===== src/rtl/cache_arbiter.sv =====
// cache_arbiter: shares one physical-memory port between an instruction cache and a data cache.
// One line transaction is in flight at a time. Data requests beat instruction requests, and a
// data read+write collision is issued as a write. Each transaction passes IDLE -> SERVE_x ->
// DONE -> IDLE. The command is latched when the transaction is granted, so requester inputs
// may change while it is in flight.
//
// Ports:
//   clk, rst                    clock, synchronous active-high reset
//   i_read, i_addr              instruction-cache fill request
//   i_rdata, i_resp             line returned to I-cache, one-cycle completion pulse
//   d_read, d_write             data-cache fill / writeback request
//   d_addr, d_wdata             data request address and writeback line
//   d_rdata, d_resp             line returned to D-cache, one-cycle completion pulse
//   pmem_read, pmem_write       physical memory command
//   pmem_addr, pmem_wdata       physical memory address and write line
//   pmem_rdata, pmem_resp       physical memory read line and completion
//   grant                       current owner: 00 none, 01 instruction, 10 data
module cache_arbiter #(
  parameter int unsigned LINE_W = 256,
  parameter int unsigned ADDR_W = 32
) (
  input  logic              clk,
  input  logic              rst,
  input  logic              i_read,
  input  logic [ADDR_W-1:0] i_addr,
  output logic [LINE_W-1:0] i_rdata,
  output logic              i_resp,
  input  logic              d_read,
  input  logic              d_write,
  input  logic [ADDR_W-1:0] d_addr,
  input  logic [LINE_W-1:0] d_wdata,
  output logic [LINE_W-1:0] d_rdata,
  output logic              d_resp,
  output logic              pmem_read,
  output logic              pmem_write,
  output logic [ADDR_W-1:0] pmem_addr,
  output logic [LINE_W-1:0] pmem_wdata,
  input  logic [LINE_W-1:0] pmem_rdata,
  input  logic              pmem_resp,
  output logic [1:0]        grant
);

  typedef enum logic [1:0] {
    StIdle   = 2'd0,
    StServeI = 2'd1,
    StServeD = 2'd2,
    StDone   = 2'd3
  } state_e;

  state_e r_state;
  state_e w_state_next;

  logic [ADDR_W-1:0] r_addr;
  logic [LINE_W-1:0] r_wdata;
  logic              r_write;
  logic [LINE_W-1:0] r_i_rdata;
  logic [LINE_W-1:0] r_d_rdata;

  logic w_d_req;
  logic w_grant_edge;

  assign w_d_req      = d_read | d_write;
  assign w_grant_edge = (r_state == StIdle) && (w_state_next != StIdle);

  // State register
  always_ff @(posedge clk) begin
    if (rst) begin
      r_state <= StIdle;
    end else begin
      r_state <= w_state_next;
    end
  end

  // Next-state logic; pmem_resp outside SERVE_x has no effect
  always_comb begin
    w_state_next = r_state;
    unique case (r_state)
      StIdle: begin
        if (w_d_req) begin
          w_state_next = StServeD;
        end else if (i_read) begin
          w_state_next = StServeI;
        end
      end
      StServeI: if (pmem_resp) w_state_next = StDone;
      StServeD: if (pmem_resp) w_state_next = StDone;
      StDone:   w_state_next = StIdle;
      default:  w_state_next = StIdle;
    endcase
  end

  // Command latch and returned-line capture
  always_ff @(posedge clk) begin
    if (rst) begin
      r_addr    <= '0;
      r_wdata   <= '0;
      r_write   <= 1'b0;
      r_i_rdata <= '0;
      r_d_rdata <= '0;
    end else begin
      if (w_grant_edge) begin
        if (w_d_req) begin
          r_addr  <= d_addr;
          r_wdata <= d_wdata;
          // A simultaneous read+write is issued as the writeback
          r_write <= d_write;
        end else begin
          r_addr  <= i_addr;
          r_wdata <= '0;
          r_write <= 1'b0;
        end
      end
      if (i_resp) begin
        r_i_rdata <= pmem_rdata;
      end
      if (d_resp && !r_write) begin
        r_d_rdata <= pmem_rdata;
      end
    end
  end

  // Address and write line come only from the latch so they stay stable while serving
  assign pmem_addr  = r_addr;
  assign pmem_wdata = r_wdata;

  // Output logic
  always_comb begin
    pmem_read  = 1'b0;
    pmem_write = 1'b0;
    i_resp     = 1'b0;
    d_resp     = 1'b0;
    grant      = 2'b00;
    i_rdata    = r_i_rdata;
    d_rdata    = r_d_rdata;
    unique case (r_state)
      StServeI: begin
        grant     = 2'b01;
        pmem_read = 1'b1;
        if (pmem_resp) begin
          i_resp  = 1'b1;
          i_rdata = pmem_rdata;
        end
      end
      StServeD: begin
        grant      = 2'b10;
        pmem_read  = !r_write;
        pmem_write = r_write;
        if (pmem_resp) begin
          d_resp = 1'b1;
          if (!r_write) begin
            d_rdata = pmem_rdata;
          end
        end
      end
      default: ;
    endcase
  end

endmodule


===== config.mk =====
export PLATFORM = sky130hd
export DESIGN_NAME = cache_arbiter
export DESIGN_NICKNAME = d
export VERILOG_FILES = /design/src/rtl/cache_arbiter.sv
export SDC_FILE = /design/constraint.sdc
export NUM_CORES = 1
export LEC_CHECK = 0
export ABC_AREA = 1
export CORE_AREA = 3 3 536 538
export DETAILED_ROUTE_END_ITERATION = 8
export DIE_AREA = 0 0 539 541
export HOLD_SLACK_MARGIN = 0.06
export PLACE_DENSITY = 0.42
export REMOVE_ABC_BUFFERS = 1
export SLEW_MARGIN = 5
export SYNTH_ARGS = -nofsm -noshare
export SYNTH_HDL_FRONTEND = slang
export SYNTH_SLANG_ARGS = --single-unit

===== constraint.sdc =====
create_clock -name clk -period 2 [get_ports clk]
set_clock_uncertainty 0.2 [all_clocks]
set_input_delay 0.3 -clock clk [delete_from_list [all_inputs] [get_ports clk]]
set_output_delay 0.3 -clock clk [all_outputs]
set_load 0.1 [all_outputs]

==> metrics.cfg, run 1 <==
[min_path]
hold_path.startpoint=pmem_rdata[138]
hold_depth=3
hold_path_end=r_d_rdata[138]$_SDFFE_PP0P_
hp-class=input pin to flop

[timing]
post-route-min-period_ns=3.23
fin_ws_ns=-1.23
tightest_slew_ns=0.589
rsz0062_at_grt=true
drv_slew=0
hold_ws_ns=-0.0451
hold_violations=16
totalNegativeSetupSlack_ns=-672.99
slew_headroom_pct=60.7
max_freq_ghz=0.310
min_period_over_period_pct=161
finalSetupViolCount=948

[setup_path]
cp.buffers_inverters=8
rr_endpoint=pmem_wdata[148]$_SDFFE_PP0P_
slowest_delay_ns=0.36
path_cells=inv_2 -> ha_4 -> nand2_8 -> buf_8 -> buf_16 -> buf_16 -> buf_16 -> buf_4 -> o21ai_4 -> inv_2 -> buf_12
cp_slowest_cell=dfxtp_4
critPathKind=flop to output pin
crit_path_max_fanout=10
arrival_ns=2.73
critical-path-top-delay-family=buffers and inverters
endpoint_kind=output pin
r2r_cells=13
r2r-start=r_state[1]$_SDFF_PP0_
start_kind=flop
reg2reg_slack_ns=-0.61
crit_top_cell=buf_16
worstPathRequired_ns=1.50

[logic_synthesis]
synth_ff_type=dfxtp_1
netlist_top_cells_area=dfxtp_1 (48%), nor2_1 (12%), nand2_1 (9.4%)
synth_edf_count=0
postSynthAreaPerCell_sq_um=6.80
yosys.area.top_type_share_pct=47.6
yosysWarnings=0
yosysSeqAreaShare_pct=47.6
async_flop_share_pct=0
netlist_area_sq_um=33700
synth_top_cell_by_area=dfxtp_1
syn_inst=4958
synth_cell_type_count=22
synth-seq-cells=803

[detailed_routing]
vias=39300
final_antenna_net_count=0
postRouteWirelength_mm=226
drt_iter0_drc=2118
via_per_inst=3.65
wl_per_cell_microns=21.0
post-route-drc-count=0
first_pass_iters=7

[floorplan]
die-height_microns=541
rows=195
die_w_microns=539
die-area_sq_um=292000
start_util_pct=11.9
ios=1388
core_area_sq_um=283000

[grt]
grt_start_max_net_pins=84
grt_pass1_vias=38600
grt_pass1_wl_mm=307
grt_usage_pct=14.7
grt-ovfl-total=0
grt_antenna_before_repair=75

[clock_tree]
cts-root-buf=clkbuf_16
cts-htree-levels=3
cts_sinks=803
cts_inserted_buffers=111
cts_tree=yes
ctsHoldBuffers=216
clk_latency_ns=0.78
clkTransAtPathRegs_ns=0.06
clockBufferDepth=4

[layout]
final_cells=10800
area_growth_pct=116
regArea_sq_um=16100
multi_input_area_sq_um=15500
num-fill-cells=30400
finish.net_count=7516
final_area_sq_um=72900
drive_gt1_share_pct=35.3

[job]
drv_cap=0

[placement]
dp.cells=10300
place_congestion=0.877
place_area_sq_um=62900
dp_hpwl_mm=174
io_buffers=1387

[pwr]
power_density_nw_per_um2=1080
leakagePower_uw=0.0349
ir_worst_vdd_mv=0.790

[status]
outcome=complete, but fails checks
violations=hold timing, setup timing

==> tightest hold or removal path, stage by stage <==
cell             delay (ns)
clkdlybuf4s50_1        0.49
o21ai_0                0.11
nor2_1                 0.08
==> placed cells by master (no fill, tap or decap), drive strengths merged <==
cell type	synthesis	layout
clkinv	0	22
ha	5	5
diode	0	28
bufbuf	0	2
clkinvlp	0	6
clkdlybuf4s50	0	580
inv	783	788
nand2	847	847
dlygate4sd3	0	216
buf	74	1372
nor2	1099	1099
bufinv	0	7
clkbuf	255	172
or2	256	256
o21ai	512	512
a21boi	32	32
dfxtp	803	803
nand3	290	290
a21oi	2	2
==> registers in the layout (all words and copies together), names as in the netlist <==
name / flops
r_write: 1
r_i_rdata: 256
pmem_wdata: 256
pmem_addr: 32
r_d_rdata: 256
r_state: 2
==> kinds of logic after synthesis <==
kind of cell / count (synthesis) / share of synthesized area (%)
AO/OA/AOI/OAI: 546 / 8.35
adder cells (fa/ha/maj): 5 / 0.185
buffers and inverters: 1112 / 13.0
flip-flops: 803 / 47.6
AND/OR/NAND/NOR: 2492 / 30.8
==> per-stage QoR <==
step,power [uW],setup slack (ns),hold slack [ns],utilization (%)
6_report,78600,-1.23,-0.0451,25.8
5_1_grt,81600,-1.35,-0.0773,25.8
4_1_cts,78600,-1.36,-0.147,24.9
3_5_place_dp,56900,-1.16,0.275,22.3
3_3_place_gp,56900,-1.15,0.266,22.3
2_1_floorplan,40900,-8.02,0.172,-
==> repair_timing <==
action,4_1_cts,5_1_grt
hold endpoints to repair,780,161
pin swaps,7,11
resized for setup,545,773
setup buffers,18,31
cloned,18,22
setup endpoints to repair,1397,1202
==> area by class of cell <==
type | count | area share, %
clock buffers | 155 | 4.24
clock inverters | 40 | 0.642
flip-flops and latches | 803 | 22.0
multi-input cells | 3043 | 21.3
inverters | 783 | 4.08
repair buffers | 2187 | 41.2
diodes | 28 | 0.0961
well taps | 3743 | 6.42
==> worst max-delay path by stage <==
stage / startpoint / endpoint / slack [ns] / cells past startpoint
6_report: r_state[1]$_SDFF_PP0_ / i_rdata[121] / -1.23 / 11
5_1_grt: r_state[0]$_SDFF_PP0_ / i_rdata[226] / -1.35 / 11
4_1_cts: r_state[1]$_SDFF_PP0_ / i_rdata[13] / -1.36 / 10
3_5_place_dp: pmem_resp / d_rdata[35] / -1.16 / 11
3_3_place_gp: pmem_resp / d_rdata[35] / -1.15 / 11
2_1_floorplan: r_state[0]$_SDFF_PP0_ / d_rdata[0] / -8.02 / 7
==> report_power, final <==
group | switching [uW] | internal (uW) | total (uW)
registers | 1370 | 17800 | 19100
logic | 26000 | 13600 | 39600
clock network | 8180 | 11700 | 19800
==> synth_stat cells (2+ instances only) <==
library cell	count
buf_6	23
nor2_2	2
inv_2	4
o21ai_1	9
clkbuf_1	255
inv_1	779
buf_2	36
buf_1	14
ha_1	5
a21boi_0	32
nand3_1	290
or2_2	256
nor2_1	1095
dfxtp_1	803
o21ai_0	503
nand2_1	846
==> layer usage <==
| layer | part of all wire, % | routed length (microns) | global-route usage [%] |
|---|---|---|---|
| met5 | 0.093 | 211 | 0 |
| met3 | 8.4 | 19100 | 5.36 |
| met2 | 50 | 112000 | 25.9 |
| met4 | 3.8 | 8670 | 5.19 |
| met1 | 38 | 86100 | 16.1 |
(Power assumes the default switching activity.)
==> inputs of run 2 (changes only) <==
--- a/config.mk
+++ b/config.mk
@@ -6,11 +6,12 @@
 export NUM_CORES = 1
 export LEC_CHECK = 0
 export ABC_AREA = 1
+export CAP_MARGIN = 40
 export CORE_AREA = 3 3 536 538
 export DETAILED_ROUTE_END_ITERATION = 8
 export DIE_AREA = 0 0 539 541
 export HOLD_SLACK_MARGIN = 0.06
-export PLACE_DENSITY = 0.42
+export PLACE_DENSITY = 0.34
 export REMOVE_ABC_BUFFERS = 1
 export SLEW_MARGIN = 5
 export SYNTH_ARGS = -nofsm -noshare
==> run 2 against run 1 <==
Against the previous run: the flow still finishes with violations (hold timing, setup timing); combinational power barely moved; maximum frequency fell by 0.92%; clock power rose by 5%; power rose by 0.93%; cell area fell by 0.96%; via count fell by 2.1%; global-route usage rose by 0.29 points; sequential share of layout area rose by 0.21 points; worst hold slack improved by 0.0015 ns; non-clock buffer count rose by 5; critical endpoint is now d_rdata[16]; worst setup slack got worse by 0.030 ns; largest cell class unchanged.
==> metrics.cfg, run 2 (synthesized netlist as in run 1, its figures left out) <==
[setup_path]
reg2reg_slack_ns=-0.49
r2r_cells=13
r2r-start=r_state[0]$_SDFF_PP0_
arrival_ns=2.76
crit_path_max_fanout=7
start_kind=flop
crit_start=r_state[1]$_SDFF_PP0_
critPathKind=flop to output pin
worstPathRequired_ns=1.50
rr_endpoint=pmem_wdata[96]$_SDFFE_PP0P_
endpoint_kind=output pin
crit_end=d_rdata[16]

[layout]
final_area_sq_um=72200
regArea_sq_um=16100
mostFrequentLayoutCells=nor2_1 (1095), buf_12 (825), dfxtp_1 (801)
area_growth_pct=114
num-fill-cells=30600
mostFrequentLayoutCell=nor2_1
multi_input_area_sq_um=14800
drive_gt1_share_pct=31.2
finish.net_count=7523

[placement]
dp_hpwl_mm=174
place_area_sq_um=63000
place_congestion=0.840
io_buffers=1387

[detailed_routing]
wl_per_cell_microns=21.2
vias=38500
drt_iter0_drc=1985
via_per_inst=3.57
first_pass_iters=5
final_antenna_net_count=0
post-route-drc-count=0
postRouteWirelength_mm=229

[clock_tree]
cts-htree-levels=3
clk_latency_ns=0.78
clockBufferDepth=4
cts-root-buf=clkbuf_16
ctsHoldBuffers=212
cts_inserted_buffers=113
cts_tree=yes
clkTransAtPathRegs_ns=0.06
cts_sinks=803

[timing]
slew_headroom_pct=60.4
totalNegativeSetupSlack_ns=-656.92
max_freq_ghz=0.307
tightest_slew_ns=0.588
hold_ws_ns=-0.0436
finalSetupViolCount=932
min_period_over_period_pct=163
drv_slew=0
post-route-min-period_ns=3.26
fin_ws_ns=-1.26
hold_violations=16
rsz0062_at_grt=true

[job]
drv_cap=0

[status]
outcome=complete, but fails checks
violations=hold timing, setup timing

[grt]
grt_start_max_net_pins=98
grt_usage_pct=15.0
grt_antenna_before_repair=55
grt-ovfl-total=0
grt_pass1_vias=38800
grt_pass1_wl_mm=313

[pwr]
swShare_pct=44.9
power_density_nw_per_um2=1100
leakagePower_uw=0.0352
clkPwrFrac_pct=26.1
internal-power_uw=43700
ir_worst_vdd_mv=0.695
p_sw_uw=35600
seqPwrFrac_pct=24.0
pwr-share-comb_pct=49.9
finalPower_uw=79300

[floorplan]
die_w_microns=539
ios=1388
core_area_sq_um=283000
start_util_pct=11.9
die-area_sq_um=292000
rows=195
die-height_microns=541

[min_path]
hp-class=input pin to flop

## run 2: cell types whose count changed in the layout (fill, tap and decap cells not counted), sizes merged, moves of 4 or more
cell,previous run,this run
dlygate4sd3,216,212
clkbuf,172,183
diode,28,22
buf,1372,1391
clkinvlp,6,1
inv,788,784
## run 2: repair_timing
action,4_1_cts,5_1_grt
cloned,31,9
gates resized for setup,450,373
setup endpoints to repair,1370,1284
endpoints found under the hold margin,781,167
pin swaps,7,3
buffers inserted,21,21
## run 2: stage by stage
stage,worst slack (ns),utilization (%),instances
2_1_floorplan,-8.02,-,4629
3_3_place_gp,-1.09,22.3,10300
3_5_place_dp,-1.06,22.3,10300
4_1_cts,-1.45,25.1,10700
5_1_grt,-1.41,25.6,10800
6_report,-1.26,25.6,10800
## run 2: area by class of cell
cell class | instances | area share, %
repair buffers | 2192 | 41.3
flip-flops and latches | 803 | 22.3
multi-input cells | 3043 | 20.5
well taps | 3743 | 6.48
clock buffers | 175 | 4.72
inverters | 783 | 4.11
clock inverters | 31 | 0.532
diodes | 22 | 0.0762
## run 2: worst max-delay path, cell delays in order, from the launching register on
cell,delay [ns]
dfxtp_2,0.34
buf_6,0.10
ha_4,0.15
nand2_4,0.06
inv_4,0.10
nand2_8,0.09
buf_16,0.19
buf_16,0.18
buf_16,0.17
buf_6,0.11
o21ai_4,0.15
inv_2,0.06
buf_12,0.16
## run 2: power by group through the flow
stage          combinational [uW]  clock [uW]  sequential, uW
2_1_floorplan               14400           0           26500
3_3_place_gp                38100           0           19300
3_5_place_dp                38000           0           19400
4_1_cts                     39400       21700           19000
5_1_grt                     41200       22200           19200
6_report                    39600       20700           19000
## run 2: layer usage
layer  global-route usage [%]  vias to the layer above  part of all wire [%]
li1                         -                    18900                     -
met1                     16.5                    18100                    39
met2                     26.7                     1250                    50
met3                     5.48                      273                   8.4
met4                     4.39                       38                   3.0
met5                        0                        -                  0.11
## run 2: worst min-delay path by stage
stage / start / to / depth (start not counted)
after floorplan: rst / r_d_rdata[0]$_SDFFE_PP0P_ / 1
after global placement: pmem_wdata[24]$_SDFFE_PP0P_ / pmem_wdata[24]$_SDFFE_PP0P_ / 2
after detailed placement: pmem_wdata[24]$_SDFFE_PP0P_ / pmem_wdata[24]$_SDFFE_PP0P_ / 2
after CTS: pmem_rdata[241] / r_d_rdata[241]$_SDFFE_PP0P_ / 3
after global routing: pmem_rdata[252] / r_i_rdata[252]$_SDFFE_PP0P_ / 3
final: pmem_rdata[18] / r_d_rdata[18]$_SDFFE_PP0P_ / 3
